## src/rtl/fetch_unit.sv

```systemverilog
// ----------------------------------------------------------------------------
// fetch_unit
//
// Instruction fetch stage, requester side of the instruction-memory interface.
// Owns the PC, presents it to a zero-latency combinational instruction ROM and
// captures the returned word into the IF/ID pipeline register. Handles hazard
// stalls, IF/ID flushes and branch/jump redirects. A redirect that arrives
// while the stage is stalled is buffered and applied on the first unstalled
// cycle.
//
// Optional feature (macro FETCH_ADEL_EN): fetch address error detection.
// When defined, a fetch from a misaligned PC or from beyond the ROM is loaded
// into IF/ID as a NOP with id_exc set. When undefined, id_exc is tied to 0 and
// the ROM word is loaded unmodified.
//
// Ports:
//   clk            in   system clock, rising edge
//   reset          in   synchronous active-high reset
//   stall          in   hold PC and IF/ID
//   flush          in   clear IF/ID to a bubble
//   redirect_en    in   branch/jump taken this cycle
//   redirect_pc    in   [31:0] redirect target
//   im_pc          out  [31:0] ROM address (ROM indexes im_pc>>2)
//   im_instr       in   [31:0] ROM data, combinational from im_pc
//   id_instr       out  [31:0] IF/ID instruction
//   id_pc          out  [31:0] IF/ID PC of id_instr
//   id_pc8         out  [31:0] id_pc + 8 (link address)
//   id_valid       out  IF/ID holds a real instruction
//   id_exc         out  IF/ID fetch raised an address error
//   fetch_cnt      out  [31:0] instructions loaded into IF/ID
//   redirect_pend  out  a redirect is buffered
// ----------------------------------------------------------------------------
module fetch_unit #(
    parameter logic [31:0] RESET_PC = 32'h0000_0000,
    parameter int          IM_WORDS = 4096
) (
    input  logic        clk,
    input  logic        reset,
    input  logic        stall,
    input  logic        flush,
    input  logic        redirect_en,
    input  logic [31:0] redirect_pc,
    output logic [31:0] im_pc,
    input  logic [31:0] im_instr,
    output logic [31:0] id_instr,
    output logic [31:0] id_pc,
    output logic [31:0] id_pc8,
    output logic        id_valid,
    output logic        id_exc,
    output logic [31:0] fetch_cnt,
    output logic        redirect_pend
);

    // The ROM must hold at least one word and its byte range must fit in 32 bits.
    if (IM_WORDS < 1 || IM_WORDS > 32'h3FFF_FFFF) begin : g_bad_im_words
        $error("fetch_unit: IM_WORDS out of range");
    end

    logic [31:0] pc_q, pc_d;
    logic        pend_q, pend_d;
    logic [31:0] pend_pc_q, pend_pc_d;
    logic [31:0] id_instr_q, id_instr_d;
    logic [31:0] id_pc_q, id_pc_d;
    logic        id_valid_q, id_valid_d;
    logic        id_exc_q, id_exc_d;
    logic [31:0] fetch_cnt_q, fetch_cnt_d;
    logic        fetch_bad;

`ifdef FETCH_ADEL_EN
    // Byte size of the ROM, widened so the comparison cannot overflow.
    localparam logic [32:0] IM_BYTES = 33'(IM_WORDS) * 33'd4;
    assign fetch_bad = (pc_q[1:0] != 2'b00) || ({1'b0, pc_q} >= IM_BYTES);
`else
    assign fetch_bad = 1'b0;
`endif

    // PC sequencing and redirect buffering.
    always_comb begin
        pc_d      = pc_q + 32'd4;
        pend_d    = pend_q;
        pend_pc_d = pend_pc_q;
        if (stall) begin
            pc_d = pc_q;
            // The most recent redirect seen during a stall wins.
            if (redirect_en) begin
                pend_d    = 1'b1;
                pend_pc_d = redirect_pc;
            end
        end else if (redirect_en) begin
            // A fresh redirect supersedes anything buffered.
            pc_d   = redirect_pc;
            pend_d = 1'b0;
        end else if (pend_q) begin
            pc_d   = pend_pc_q;
            pend_d = 1'b0;
        end
    end

    // IF/ID register update; flush takes precedence over stall.
    always_comb begin
        id_instr_d  = id_instr_q;
        id_pc_d     = id_pc_q;
        id_valid_d  = id_valid_q;
        id_exc_d    = id_exc_q;
        fetch_cnt_d = fetch_cnt_q;
        if (flush) begin
            id_instr_d = 32'h0;
            id_pc_d    = pc_q;
            id_valid_d = 1'b0;
            id_exc_d   = 1'b0;
        end else if (!stall) begin
            id_instr_d  = fetch_bad ? 32'h0 : im_instr;
            id_pc_d     = pc_q;
            id_valid_d  = 1'b1;
            id_exc_d    = fetch_bad;
            fetch_cnt_d = fetch_cnt_q + 32'd1;
        end
    end

    always_ff @(posedge clk) begin
        if (reset) begin
            pc_q        <= RESET_PC;
            pend_q      <= 1'b0;
            pend_pc_q   <= 32'h0;
            id_instr_q  <= 32'h0;
            id_pc_q     <= 32'h0;
            id_valid_q  <= 1'b0;
            id_exc_q    <= 1'b0;
            fetch_cnt_q <= 32'h0;
        end else begin
            pc_q        <= pc_d;
            pend_q      <= pend_d;
            pend_pc_q   <= pend_pc_d;
            id_instr_q  <= id_instr_d;
            id_pc_q     <= id_pc_d;
            id_valid_q  <= id_valid_d;
            id_exc_q    <= id_exc_d;
            fetch_cnt_q <= fetch_cnt_d;
        end
    end

    assign im_pc         = pc_q;
    assign id_instr      = id_instr_q;
    assign id_pc         = id_pc_q;
    assign id_pc8        = id_pc_q + 32'd8;
    assign id_valid      = id_valid_q;
    assign id_exc        = id_exc_q;
    assign fetch_cnt     = fetch_cnt_q;
    assign redirect_pend = pend_q;

endmodule
```

## config.mk

```make
export PLATFORM = sky130hd
export DESIGN_NAME = fetch_unit
export DESIGN_NICKNAME = d
export VERILOG_FILES = /design/src/rtl/fetch_unit.sv
export SDC_FILE = /design/constraint.sdc
export NUM_CORES = 1
export LEC_CHECK = 0
export BUFFER_PORTS_ARGS = -buffer_cell sky130_fd_sc_hd__buf_4
export CORE_MARGIN = 5
export CORE_UTILIZATION = 52
export CTS_CLUSTER_DIAMETER = 40
export CTS_CLUSTER_SIZE = 28
export DETAILED_ROUTE_END_ITERATION = 6
export PLACE_DENSITY = 0.81
export SYNTH_ARGS = -nofsm -noshare
export SYNTH_HDL_FRONTEND = slang
export SYNTH_SLANG_ARGS = --single-unit
```

## constraint.sdc

```tcl
create_clock -name clk -period 2.6 [get_ports clk]
set_input_delay 0.26 -clock clk [delete_from_list [all_inputs] [get_ports clk]]
set_output_delay 0.26 -clock clk [all_outputs]
set_load 0.01 [all_outputs]
```

# [After elaboration in Yosys (flattened, before gate mapping)]
# Cells that the tools add are included.
# W data, S select, Z words.
[classes] n_addsub=3 mul=0 div=0 order_cmp=0 n_eq_ne=1 shifts=0 n_mux=4 bitwise_logic=2 n_reduce_logical=4
[op_table] cell="$mux W32" n=4
[op_table] cell="$add A32 B1 Y32 const B" n=1
[op_table] cell="$add A32 B3 Y32 const B" n=1
[op_table] cell="$add A32 B4 Y32 const B" n=1
[op_table] cell="$reduce_and A2 Y1" n=2
[op_table] cell="$reduce_or A2 Y1" n=2
[op_table] cell="$ne A2 B1 Y1 const B" n=1
[op_table] cell="$not A1 Y1" n=2
[word_totals] ff_bits=162 latch_bits=0 ram_bits=0 romBits=0 in_bits=69 output_inout_bits=163 wordCells=21 memories=0

# [Logic depth before layout (Yosys ltp)]
[logic_depth] word_depth=3 depth_mapped=8

# [Worst setup path after synthesis]
# OpenSTA, ideal clock, no wires.
[synth_path] kind="flip-flop to flip-flop" start="register pc_q[3] (netlist: im_pc[3])" end="register pc_q[20] (netlist: im_pc[20])" t_arrival_ps=1954 required_time_ps=2480 setup_slack_ps=526 stages_incl_launch_ff=9 path_buffers=2 period_less_slack_ps=2074 path_cell_list="dfxtp_1 > ha_1 > and3_1 > clkbuf_1 > and4b_1 > buf_2 > nand4_1 > and3_1 > o31a_1"
[synth_between] elab_chain_cells=3
[synth_rtl] item="start, declared" line_no="59" source="logic [31:0] pc_q, pc_d;"
[synth_rtl] item="start signal, assigned" line_no="131" source="pc_q <= pc_d;"
[synth_rtl] item="$add A32 B3 Y32" line_no="79" source="pc_d = pc_q + 32'd4;"
[synth_rtl] item="$mux W32" line_no="93" source="end else if (pend_q) begin"
[synth_rtl] item="$mux W32" line_no="89" source="end else if (redirect_en) begin"
# Every way passes these cells.
# A chain may end at the register's enable or synchronous reset.

# [Worst setup path in the final report]
[layout_path] start="register id_pc_q[4] (netlist: id_pc[4])" end="output id_pc8[31]"
[layout_between] elab_chain_cells=1
[layout_rtl] item="start, declared" line_no="63" source="logic [31:0] id_pc_q, id_pc_d;"
[layout_rtl] item="start signal, assigned" line_no="135" source="id_pc_q <= id_pc_d;"
[layout_rtl] item="$add A32 B4 Y32" line_no="145" source="assign id_pc8 = id_pc_q + 32'd8;"
[layout_rtl] item="end, declared" line_no="47" source="output logic [31:0] id_pc8,"
# Every way passes these cells.

==> results summary <==
The half-perimeter wire length after placement is 15900 um. The cell family contributing the most delay on the critical path is simple AND/OR/NAND/NOR gates. The overall fraction of global-route tracks in use came out at 0.251. Routability-driven placement finished with a final weighted congestion of 0.907.

The wire length per cell after detailed routing came out at 16.2 um. The number of port buffers came out at 230. The layout net count is 1209. The total number of vias is 7391. Across the VDD grid, the largest voltage drop is 0.000389 V. The sequential area share after synthesis came out at 0.431.

For the final routed database, the setup TNS stands at 0 ps. The ratio of final minimum period to clock period is 0.925. The clock tree skew after final layout is ~5.1 ps. The cell with the most instances after synthesis is nand2_1.

The number of placement rows came out at 44. By count the netlist is led by nand2_1, dfxtp_1, a21oi_1, nor2_1, clkbuf_1. The final hold violation count came to 0. The root buffer cell is clkbuf_16. The cell area after synthesis is 0.00753 mm2. The largest total area in the synthesized netlist belongs to dfxtp_1. The count of flip-flops with a built-in enable after synthesis is 0. The largest net degree at the start of global routing came out at 46. The number of instances in the placed design is 1302. The number of antenna violations at the first check in global routing came out at 0. The slowest stage of the critical path is the dfxtp_1 cell. The deepest level of the CTS H-tree came out at 4. Setup repair after global routing left no endpoint under its margin. Walking the worst path, the cells encountered are ha_1, and3_1, and4b_2, and3_1, nand3_1, xnor2_1, buf_4. The first-pass GRT wire length came out at about 34000 um. The minimum clock period after layout is 2400 ps. The run finished with clean final reports. For this run, the top clock speed supported by timing is 0.416 GHz. The number of pins with negative max-slew slack in the final report is 0. The endpoint class of the critical path is a primary output. The worst path buffer plus inverter count came out at 1. For this run, the leading register cell type out of synthesis is dfxtp_1. After synthesis, the share of flip-flops with an asynchronous set or reset is 0.

The maximum clock path buffer count came out at 2. The area share of the largest cell type after synthesis is 0.431. The clock latency of the later-clocked register in the worst-skew pair came out at 420 ps. The area of the die is roughly 0.017 mm2. Ranked by total cell area, the synthesized netlist is headed by dfxtp_1, nand2_1, a21oi_1.

The starting density of the core came out at 0.524. The worst hold path belongs to the class input port to register. The fraction of met2 tracks used by global routing came out at 0.391. In this design, the stage delay of the slowest critical-path cell is ~390 ps. The cell seen most often among critical-path stages is and3_1. Synthesis produced a netlist with a net count of 1004. Relative to the synthesized area, the layout overhead comes to 32.9%. The count of buffers added by post-CTS timing repair for setup is 0. The data arrival time of the critical path came out at 2140 ps.

From bottom edge to top edge, the die measures around 130 um. The number of diodes came out at 0. The core area came out at approximately 0.014 mm2. The tool flagged a number of max-cap violations equal to 0. After clock tree synthesis, the clock-pin slew on the worst setup and hold paths is 60 ps.

The cell area power density came out at 596 mW/mm2. Summed over all layers, the routed wires come to roughly 22000 um. The global routing usage on met3 came out at 0.0847. In the final layout, the share of cells above drive strength 1 is 0.257. The leakage dissipation is between 0.004 and 0.005 uW. The number of vias per cell came out at ~5.5.

The post-route non-filler standard cell count is about 1300. STA classifies the critical path startpoint as a register. The residual antenna-violating net count after detailed routing is 0. During I/O placement, the number of pins put on the boundary was 232. The remaining design rule violation count is 0. The total of warnings raised by yosys is 0. The headroom to the max-slew limit came out at 0.586. The first-pass iteration count of the detailed router is 5.

The netlist uses 64 different library cells. The met1 routing resource usage after global routing came out at 0.336. The starting DRC count in detailed routing is approximately 670. The post-synthesis register bit count is 162.

The total clock buffers created by CTS came out at 17. Setup violations remaining at the end of the flow were counted as 0. By startpoint and endpoint, the worst setup path is classified as register to primary output. The count of mapped cells out of synthesis came out at 932. The largest fanout of any net on the critical path is 5. The mean area per synthesized cell is 8.08 um2. The CTS sink count is 162. The number of global-route vias before repair came to 6803. The transition time at the pin with the least slew margin came out at 619 ps. The die extent in x is 130 um. The required time at the endpoint of the critical path is about 2300 ps. The TritonCTS clock tree is done.

Summed over all layers, the global routing overflow is 0. The global routing's busiest layer is met2.
==> flip-flops by register name, summed over array words and instances (netlist names) <==
| signal | cells |
|---|---|
| id_valid | 1 |
| redirect_pend | 1 |
| pend_pc_q | 32 |
| im_pc | 32 |
| id_instr | 32 |
| id_pc | 32 |
| fetch_cnt | 32 |
==> worst min-delay path, cell delays in order <==
cell,delay [ps]
buf_4,70
mux2i_1,50
nor2_1,70
==> final timing paths <==
check	to	start	cells after the start	slack, ps
worst max-delay path	id_pc8[31]	id_pc[4]	7	200
worst min-delay path	id_instr[2]	im_instr[2]	3	60
worst max register to register	im_pc[20]	im_pc[2]	7	500
worst min register to register	pend_pc_q[1]	pend_pc_q[1]	2	450
==> area by class of cell <==
class	instances	area [um2]
Timing Repair Buffer	249	1870
Inverter	16	60.1
Sequential cell	162	3240
Fill cell	1216	4360
Multi-Input combinational cell	691	3970
Tap cell	184	230
Clock inverter	9	151
Clock buffer	23	488
==> metal layers <==
metal	routed length, um	up-vias
met4	241	0
met1	9130	3371
li1	-	3678
met5	0	-
met3	2370	19
met2	9920	323
==> cell usage in the layout, fill, tap and decap left out, types with 15 or more instances in the layout <==
| cell type | instances |
|---|---|
| a21oi_1 | 99 |
| a22oi_1 | 15 |
| buf_4 | 249 |
| clkbuf_16 | 17 |
| dfxtp_1 | 161 |
| mux2i_1 | 37 |
| nand2_1 | 177 |
| nand3_1 | 29 |
| nand4_1 | 20 |
| nor2_1 | 92 |
| nor3_1 | 17 |
| o21ai_0 | 27 |
| xnor2_1 | 36 |
| xor2_1 | 17 |
==> report_power, final <==
| part | internal, uW | total (uW) | switching (uW) | leakage (uW) |
|---|---|---|---|---|
| combinational | 298 | 634 | 336 | 0.00258 |
| clock | 1710 | 2670 | 963 | 0.000313 |
| sequential | 2570 | 2670 | 97.0 | 0.00132 |
| total | 4580 | 5970 | 1400 | 0.00421 |
==> timing repair <==
| item | 4_1_cts | 5_1_grt |
|---|---|---|
| hold buffers | 0 | 0 |
| setup endpoints to repair | 0 | 1 |
| gates resized for setup | 0 | 2 |
==> cells by family (layout without fill, tap and decap cells) <==
family,count (synthesis),count (layout),synth area share
adders and majority gates,3,3,0.00498
buffers and inverters,79,297,0.0430
muxes,37,37,0.0492
and+or+nand+nor,401,401,0.250
DFF,162,162,0.431
AOI/OAI and AO/OA,196,196,0.160
xor gates and xnor gates,53,53,0.0616
other,1,1,0.000498
==> metrics by stage <==
step | total power (uW) | utilization | hold WS (ps) | worst slack (ps) | area [um2]
after global placement | 3340 | 0.652 | 437 | 583 | 9370
after floorplan | 3040 | - | 396 | 526 | 7530
after CTS | 6010 | 0.697 | 53.4 | 128 | 10000
final | 5970 | 0.697 | 64.6 | 195 | 10000
after detailed placement | 3350 | 0.652 | 445 | 531 | 9370
after global routing | 6210 | 0.697 | 58.4 | 2.92 | 10000
(Power assumes the default switching activity.)
